===== src/rtl/pipelined_ripple_adder.sv =====
// rtl/pipelined_ripple_adder.sv - pipelined ripple-carry adder, one SEG-bit segment per stage (optional subtract: PIPE_RIPPLE_ADDER_SUB_EN)
module pipelined_ripple_adder #(
    parameter int WIDTH = 24,
    parameter int SEG   = 4
) (
    input  logic             clk,
    input  logic             rst_n,
    input  logic             in_valid,
    output logic             in_ready,
    input  logic [WIDTH-1:0] A,
    input  logic [WIDTH-1:0] B,
    input  logic             ci,
`ifdef PIPE_RIPPLE_ADDER_SUB_EN
    input  logic             sub,
`endif
    output logic             out_valid,
    input  logic             out_ready,
    output logic [WIDTH-1:0] SUM,
    output logic             co
);

    localparam int STAGES = WIDTH / SEG;

    if (SEG < 1 || SEG > WIDTH || (WIDTH % SEG) != 0) begin : g_param_check
        $fatal(1, "pipelined_ripple_adder: WIDTH must be a non-zero multiple of SEG");
    end

    // SEG-bit ripple of full adders; returns {carry_out, sum}
    function automatic logic [SEG:0] ripple(input logic [SEG-1:0] a,
                                            input logic [SEG-1:0] b,
                                            input logic           c);
        logic [SEG-1:0] s;
        logic           cy;
        cy = c;
        for (int i = 0; i < SEG; i++) begin
            s[i] = a[i] ^ b[i] ^ cy;
            cy   = (a[i] & b[i]) | (cy & (a[i] ^ b[i]));
        end
        return {cy, s};
    endfunction

    logic             stall;
    logic [WIDTH-1:0] b_in;
    logic             c_in;

    // Subtraction is folded into the operand on entry, so the inverted B
    // and forced carry travel with the transaction in place of a sub flag.
`ifdef PIPE_RIPPLE_ADDER_SUB_EN
    assign b_in = sub ? ~B : B;
    assign c_in = sub ? 1'b1 : ci;
`else
    assign b_in = B;
    assign c_in = ci;
`endif

    assign stall     = out_valid && !out_ready;
    assign in_ready  = !stall;

    for (genvar k = 0; k < STAGES; k++) begin : g_stage
        // Operand bits still to be added when the transaction enters stage k;
        // the lowest SEG of them are this stage's segment.
        localparam int REM_IN = WIDTH - k * SEG;

        logic                    v_src;
        logic                    c_src;
        logic [REM_IN-1:0]       a_src;
        logic [REM_IN-1:0]       b_src;
        logic [SEG:0]            seg_sum;
        logic [(k+1)*SEG-1:0]    ps_d;
        logic                    vld_q;
        logic                    cy_q;
        logic [(k+1)*SEG-1:0]    ps_q;

        if (k == 0) begin : g_head
            assign v_src = in_valid;
            assign c_src = c_in;
            assign a_src = A;
            assign b_src = b_in;
            assign ps_d  = seg_sum[SEG-1:0];
        end else begin : g_body
            assign v_src = g_stage[k-1].vld_q;
            assign c_src = g_stage[k-1].cy_q;
            assign a_src = g_stage[k-1].g_fwd.a_q;
            assign b_src = g_stage[k-1].g_fwd.b_q;
            assign ps_d  = {seg_sum[SEG-1:0], g_stage[k-1].ps_q};
        end

        assign seg_sum = ripple(a_src[SEG-1:0], b_src[SEG-1:0], c_src);

        // Stage register: valid, carry and accumulated low sum bits; holds on stall
        always_ff @(posedge clk or negedge rst_n) begin
            if (!rst_n) begin
                vld_q <= 1'b0;
                cy_q  <= 1'b0;
                ps_q  <= '0;
            end else if (!stall) begin
                vld_q <= v_src;
                cy_q  <= seg_sum[SEG];
                ps_q  <= ps_d;
            end
        end

        if (k < STAGES - 1) begin : g_fwd
            logic [REM_IN-SEG-1:0] a_q;
            logic [REM_IN-SEG-1:0] b_q;

            // Unconsumed upper operand bits ride along to the next stage
            always_ff @(posedge clk or negedge rst_n) begin
                if (!rst_n) begin
                    a_q <= '0;
                    b_q <= '0;
                end else if (!stall) begin
                    a_q <= a_src[REM_IN-1:SEG];
                    b_q <= b_src[REM_IN-1:SEG];
                end
            end
        end
    end

    assign out_valid = g_stage[STAGES-1].vld_q;
    assign SUM       = g_stage[STAGES-1].ps_q;
    assign co        = g_stage[STAGES-1].cy_q;

endmodule


===== config.mk =====
export PLATFORM = sky130hd
export DESIGN_NAME = pipelined_ripple_adder
export DESIGN_NICKNAME = d
export VERILOG_FILES = /design/src/rtl/pipelined_ripple_adder.sv
export SDC_FILE = /design/constraint.sdc
export NUM_CORES = 1
export LEC_CHECK = 0
export ABC_AREA = 1
export CAP_MARGIN = 40
export CORE_MARGIN = 2
export CORE_UTILIZATION = 62
export DETAILED_ROUTE_END_ITERATION = 8
export HOLD_SLACK_MARGIN = 0.15
export PLACE_DENSITY = 0.85
export SLEW_MARGIN = 20
export SYNTH_ARGS = -nofsm -noshare
export SYNTH_HDL_FRONTEND = slang
export SYNTH_SLANG_ARGS = --single-unit

===== constraint.sdc =====
create_clock -name clk -period 3.8 [get_ports clk]
set_clock_uncertainty 0.15 [all_clocks]
set_input_delay 0.57 -clock clk [delete_from_list [all_inputs] [get_ports clk]]
set_output_delay 0.57 -clock clk [all_outputs]
set_load 0.02 [all_outputs]

# Word-level counts from Yosys, hierarchy flattened
# Index checks and enable logic that the tools add are counted.
# totals
mem_bits_rw	0
output_inout_bits	27
mem_bits_ro	0
mem_count	0
regBits	216
latchBits	0
elab_cells	151
# classes
add_sub_neg	0
n_mul	0
n_eq_ne	0
magnitude_cmp	0
n_div	0
n_reduce_logical	3
shifts	0
bitwise_logic	120
mux	0
# op_table
op	n
1-bit bitwise AND	48
1-bit bitwise XOR	48
1-bit OR	24
1-bit zero test	2
1-bit logical AND	1

# Depth between registers and ports, before layout
# depth
depth_word	9
mapped_depth	10
mapped_depth_nobuf	10

# Worst setup path before layout
# Ideal clock, no wire load.
# synth_timing
kind	input to register
from	input port A[0]
to	register g_stage[0].ps_q[3]
t_required_ps	3584
arrival_ps	2156
cell_stages	10
setup_time_ps	66
setup_slack_ps	1427
path_buffers	0
path_cell_list	inv_1 > fa_1 > inv_1 > fa_1 > fa_1 > inv_1 > fa_1 > inv_1 > nand2_1 > nand2_1
# synth_via
elab_chain_len	8
# synth_lines
element	line	text
start: declaration	10	input logic [WIDTH-1:0] A,
1-bit bitwise XOR	37	cy = (a[i] & b[i]) | (cy & (a[i] ^ b[i]));
1-bit bitwise AND	37	
1-bit OR (*)	37	
1-bit bitwise AND (*)	37	
1-bit OR (*)	37	
1-bit bitwise AND (*)	37	
1-bit OR (*)	37	
1-bit bitwise XOR (*)	36	s[i] = a[i] ^ b[i] ^ cy;
end signal: assignment	99	ps_q <= ps_d;
end: declaration	72	logic [(k+1)*SEG-1:0] ps_q;
# Every way passes the cells marked *; elsewhere a longest branch is shown, timed or not.
# A chain may end at the register's enable or synchronous reset.

# Final worst setup path
# layout_timing
from	register g_stage[5].vld_q, in the netlist out_valid
to	output port in_ready
# layout_via
elab_chain_len	2
# layout_lines
element	line	text
start: declaration	70	logic vld_q;
start signal: assignment	97	vld_q <= v_src;
1-bit logical AND	56	assign stall = out_valid && !out_ready;
1-bit zero test	n/a	
end: declaration	9	output logic in_ready,
# Every way passes these cells.

==> qor.yml <==
clock_network:
  clock_latency_ns: 0.49
  htree_levels: 1
  cts_buffer_depth: 3
  cts.clk_slew.worst_paths_ns: 0.06
  numClockSinks: 216
  ctsResizeCount: 0
  cts_made_buffers: 22
  clockRootBuffer: "clkbuf_16"
  ctsHoldBuffers: 1
  post-cts-setup-buffers: 0
  cts_tree: "done"
worst_setup_path:
  crit_fanout: 31
  worstPathRequired_ns: 3.08
  critPathArrivalTime_ns: 1.95
  start_kind: "flop"
  endpoint_kind: "primary output"
  path_class: "reg -> out"
  startpoint: "out_valid$_DFFE_PN0N_"
  rr_startpoint: "g_stage[4].cy_q$_DFFE_PN0N_"
timing:
  setup_violations: 0
  tns_ns: 0
  relSlewSlack: 0.392
  fin_crit_sh: 0.704
  max_freq_ghz: 0.374
  worst_slack_ns: 1.13
  grt_setup_unrepaired: "no"
  slew_viol_final: 0
  hold_viol: 0
  tightestPinTransition_ns: 0.912
  period_minus_slack_ns: 2.67
synth:
  yosysWarnings: 0
  synthArstFlopShare: 1.00
  synthesis.instances: 1019
  yosysMostFrequentCell: "nand2_1"
  synth_area_mm2: 0.00919
  synth_top_cells_by_count: "431 x nand2_1, 216 x dfrtp_1, 215 x nand3_1"
  synth_cell_type_count: 12
  synthTopCellsByArea: "dfrtp_1 59%, nand2_1 18%, nand3_1 12%"
  ys_seq_area_frac: 0.588
  syn_area_per_cell_um2: 9.02
  syn_nets: 1096
  synth_top_area_frac: 0.588
  synth_edf_count: 0
  synth_area_leader_cell: "dfrtp_1"
  ys_ff_latch: 216
  yosys_most_used_dff: "dfrtp_1"
outcome:
  status: "finished, final reports clean"
run:
  cap_violations: 0
detailed_routing:
  route.vias.total: 6729
  wirelength_um: 17600
  dr.pass1.iters: 5
  drt_iter0_drc: 711
  viasPerCell: 5.34
  route.detailed.drc: 0
  wl_per_cell_um: 14.0
  antenna_left: 0
floorplan:
  die_h_um: 126
  die_area_mm2: 0.0158
  die_w_um: 126
  start_util: 0.632
  ioPinCount: 80
  rows: 44
  core_area_mm2: 0.0145
grt:
  grt_pass1_wl_um: 30600
  grt_max_degree: 217
  overflow: 0
  grt_pass1_vias: 6478
  antenna_found_initial: 0
  grtUsageTotal: 0.231
min_path:
  hp-class: "reg -> reg"
  hp-start: "g_stage[3].ps_q[8]$_DFFE_PN0N_"
power_and_ir_drop:
  irDropWorstVdd_uv: 544
  p_per_area_mw_per_mm2: 839
  leakagePower_nw: 5.66
cells_and_area:
  n_antenna_cell: 0
  nets: 1137
  post-route-util: 0.734
  fin_cells: 1259
  final_area_mm2: 0.0107
  drive_gt1_frac: 0.0419
  syn_to_final_growth_pct: 16.1
place:
  routabilityCongestion: 0.782
  port_buffers: 79
  dp_worst_setup_slack_ns: 0.857
  hpwl_um: 9960
  dp.cells: 1219
  postPlaceCellArea_mm2: 0.00996
==> logic make-up after synthesis <==
logic type    synth area share
fa+ha+maj               0.0523
flops                    0.588
buf+inv                 0.0653
simple gates             0.294
==> flip-flops by register name, indices dropped and copies added (netlist names) <==
register	count
g_stage.g_fwd.b_q	60
g_stage.cy_q	5
g_stage.ps_q	60
SUM	24
out_valid	1
co	1
g_stage.vld_q	5
g_stage.g_fwd.a_q	60
==> cell usage in the layout (no fill, tap or decap) <==
master and instances:
buf_4 4, clkbuf_1 5, inv_6 2, buf_12 3, dlygate4sd3_1 1, clkdlybuf4s50_1 78
nand2_8 1, fa_1 24, nand3_1 215, dfrtp_4 1, bufinv_16 1, dfrtp_1 215
buf_8 1, inv_1 61, nand2_1 431, clkbuf_16 23, clkinv_2 6, clkbuf_8 3
==> worst max-delay path, cell delays in order (launching register included) <==
cell and delay (ns):
dfrtp_4 0.64, nand2_8 0.15, clkdlybuf4s50_1 0.66
==> layer usage <==
metal	GRT usage	share of wire	vias up
met5	0	0	-
met4	0.0556	0.017	0
met3	0.0293	0.045	22
met2	0.378	0.49	193
met1	0.338	0.45	3240
li1	-	-	3274
==> report_power, final <==
group | internal, W | switching, W
combinational | 0.00112 | 0.00180
sequential | 0.00332 | 0.000641
clock | 0.00124 | 0.000847
total | 0.00567 | 0.00328
==> path summary, 6_finish.rpt <==
check | slack [ns] | to | cells after the start
min in group asynchronous | 0.60 | g_stage[0].ps_q[2]$_DFFE_PN0N_ | 2
worst min-delay path | 0.32 | g_stage[4].ps_q[8]$_DFFE_PN0N_ | 2
worst max-delay path | 1.13 | in_ready | 2
worst min register to register | 0.32 | g_stage[4].ps_q[8]$_DFFE_PN0N_ | 2
max in group asynchronous | 1.91 | g_stage[1].g_fwd.b_q[14]$_DFFE_PN0N_ | 3
worst max register to register | 1.39 | SUM[23]$_DFFE_PN0N_ | 10
==> final cells by class <==
class	instances	area, um2
clock buffer	31	636
clock inverter	8	68.8
fill	1045	3860
inverter	62	238
multi-input combinational	671	3190
sequential	216	5410
tap	184	230
timing repair buffer	87	896
==> per-stage QoR <==
| step | total power (W) | hold WS (ns) |
|---|---|---|
| floorplan | 0.00593 | 0.124 |
| global placement | 0.00672 | 0.298 |
| detailed placement | 0.00687 | 0.304 |
| CTS | 0.00902 | 0.319 |
| global route | 0.00966 | 0.336 |
| finish | 0.00896 | 0.318 |
Note: power is estimated with default switching activity, not from simulation.
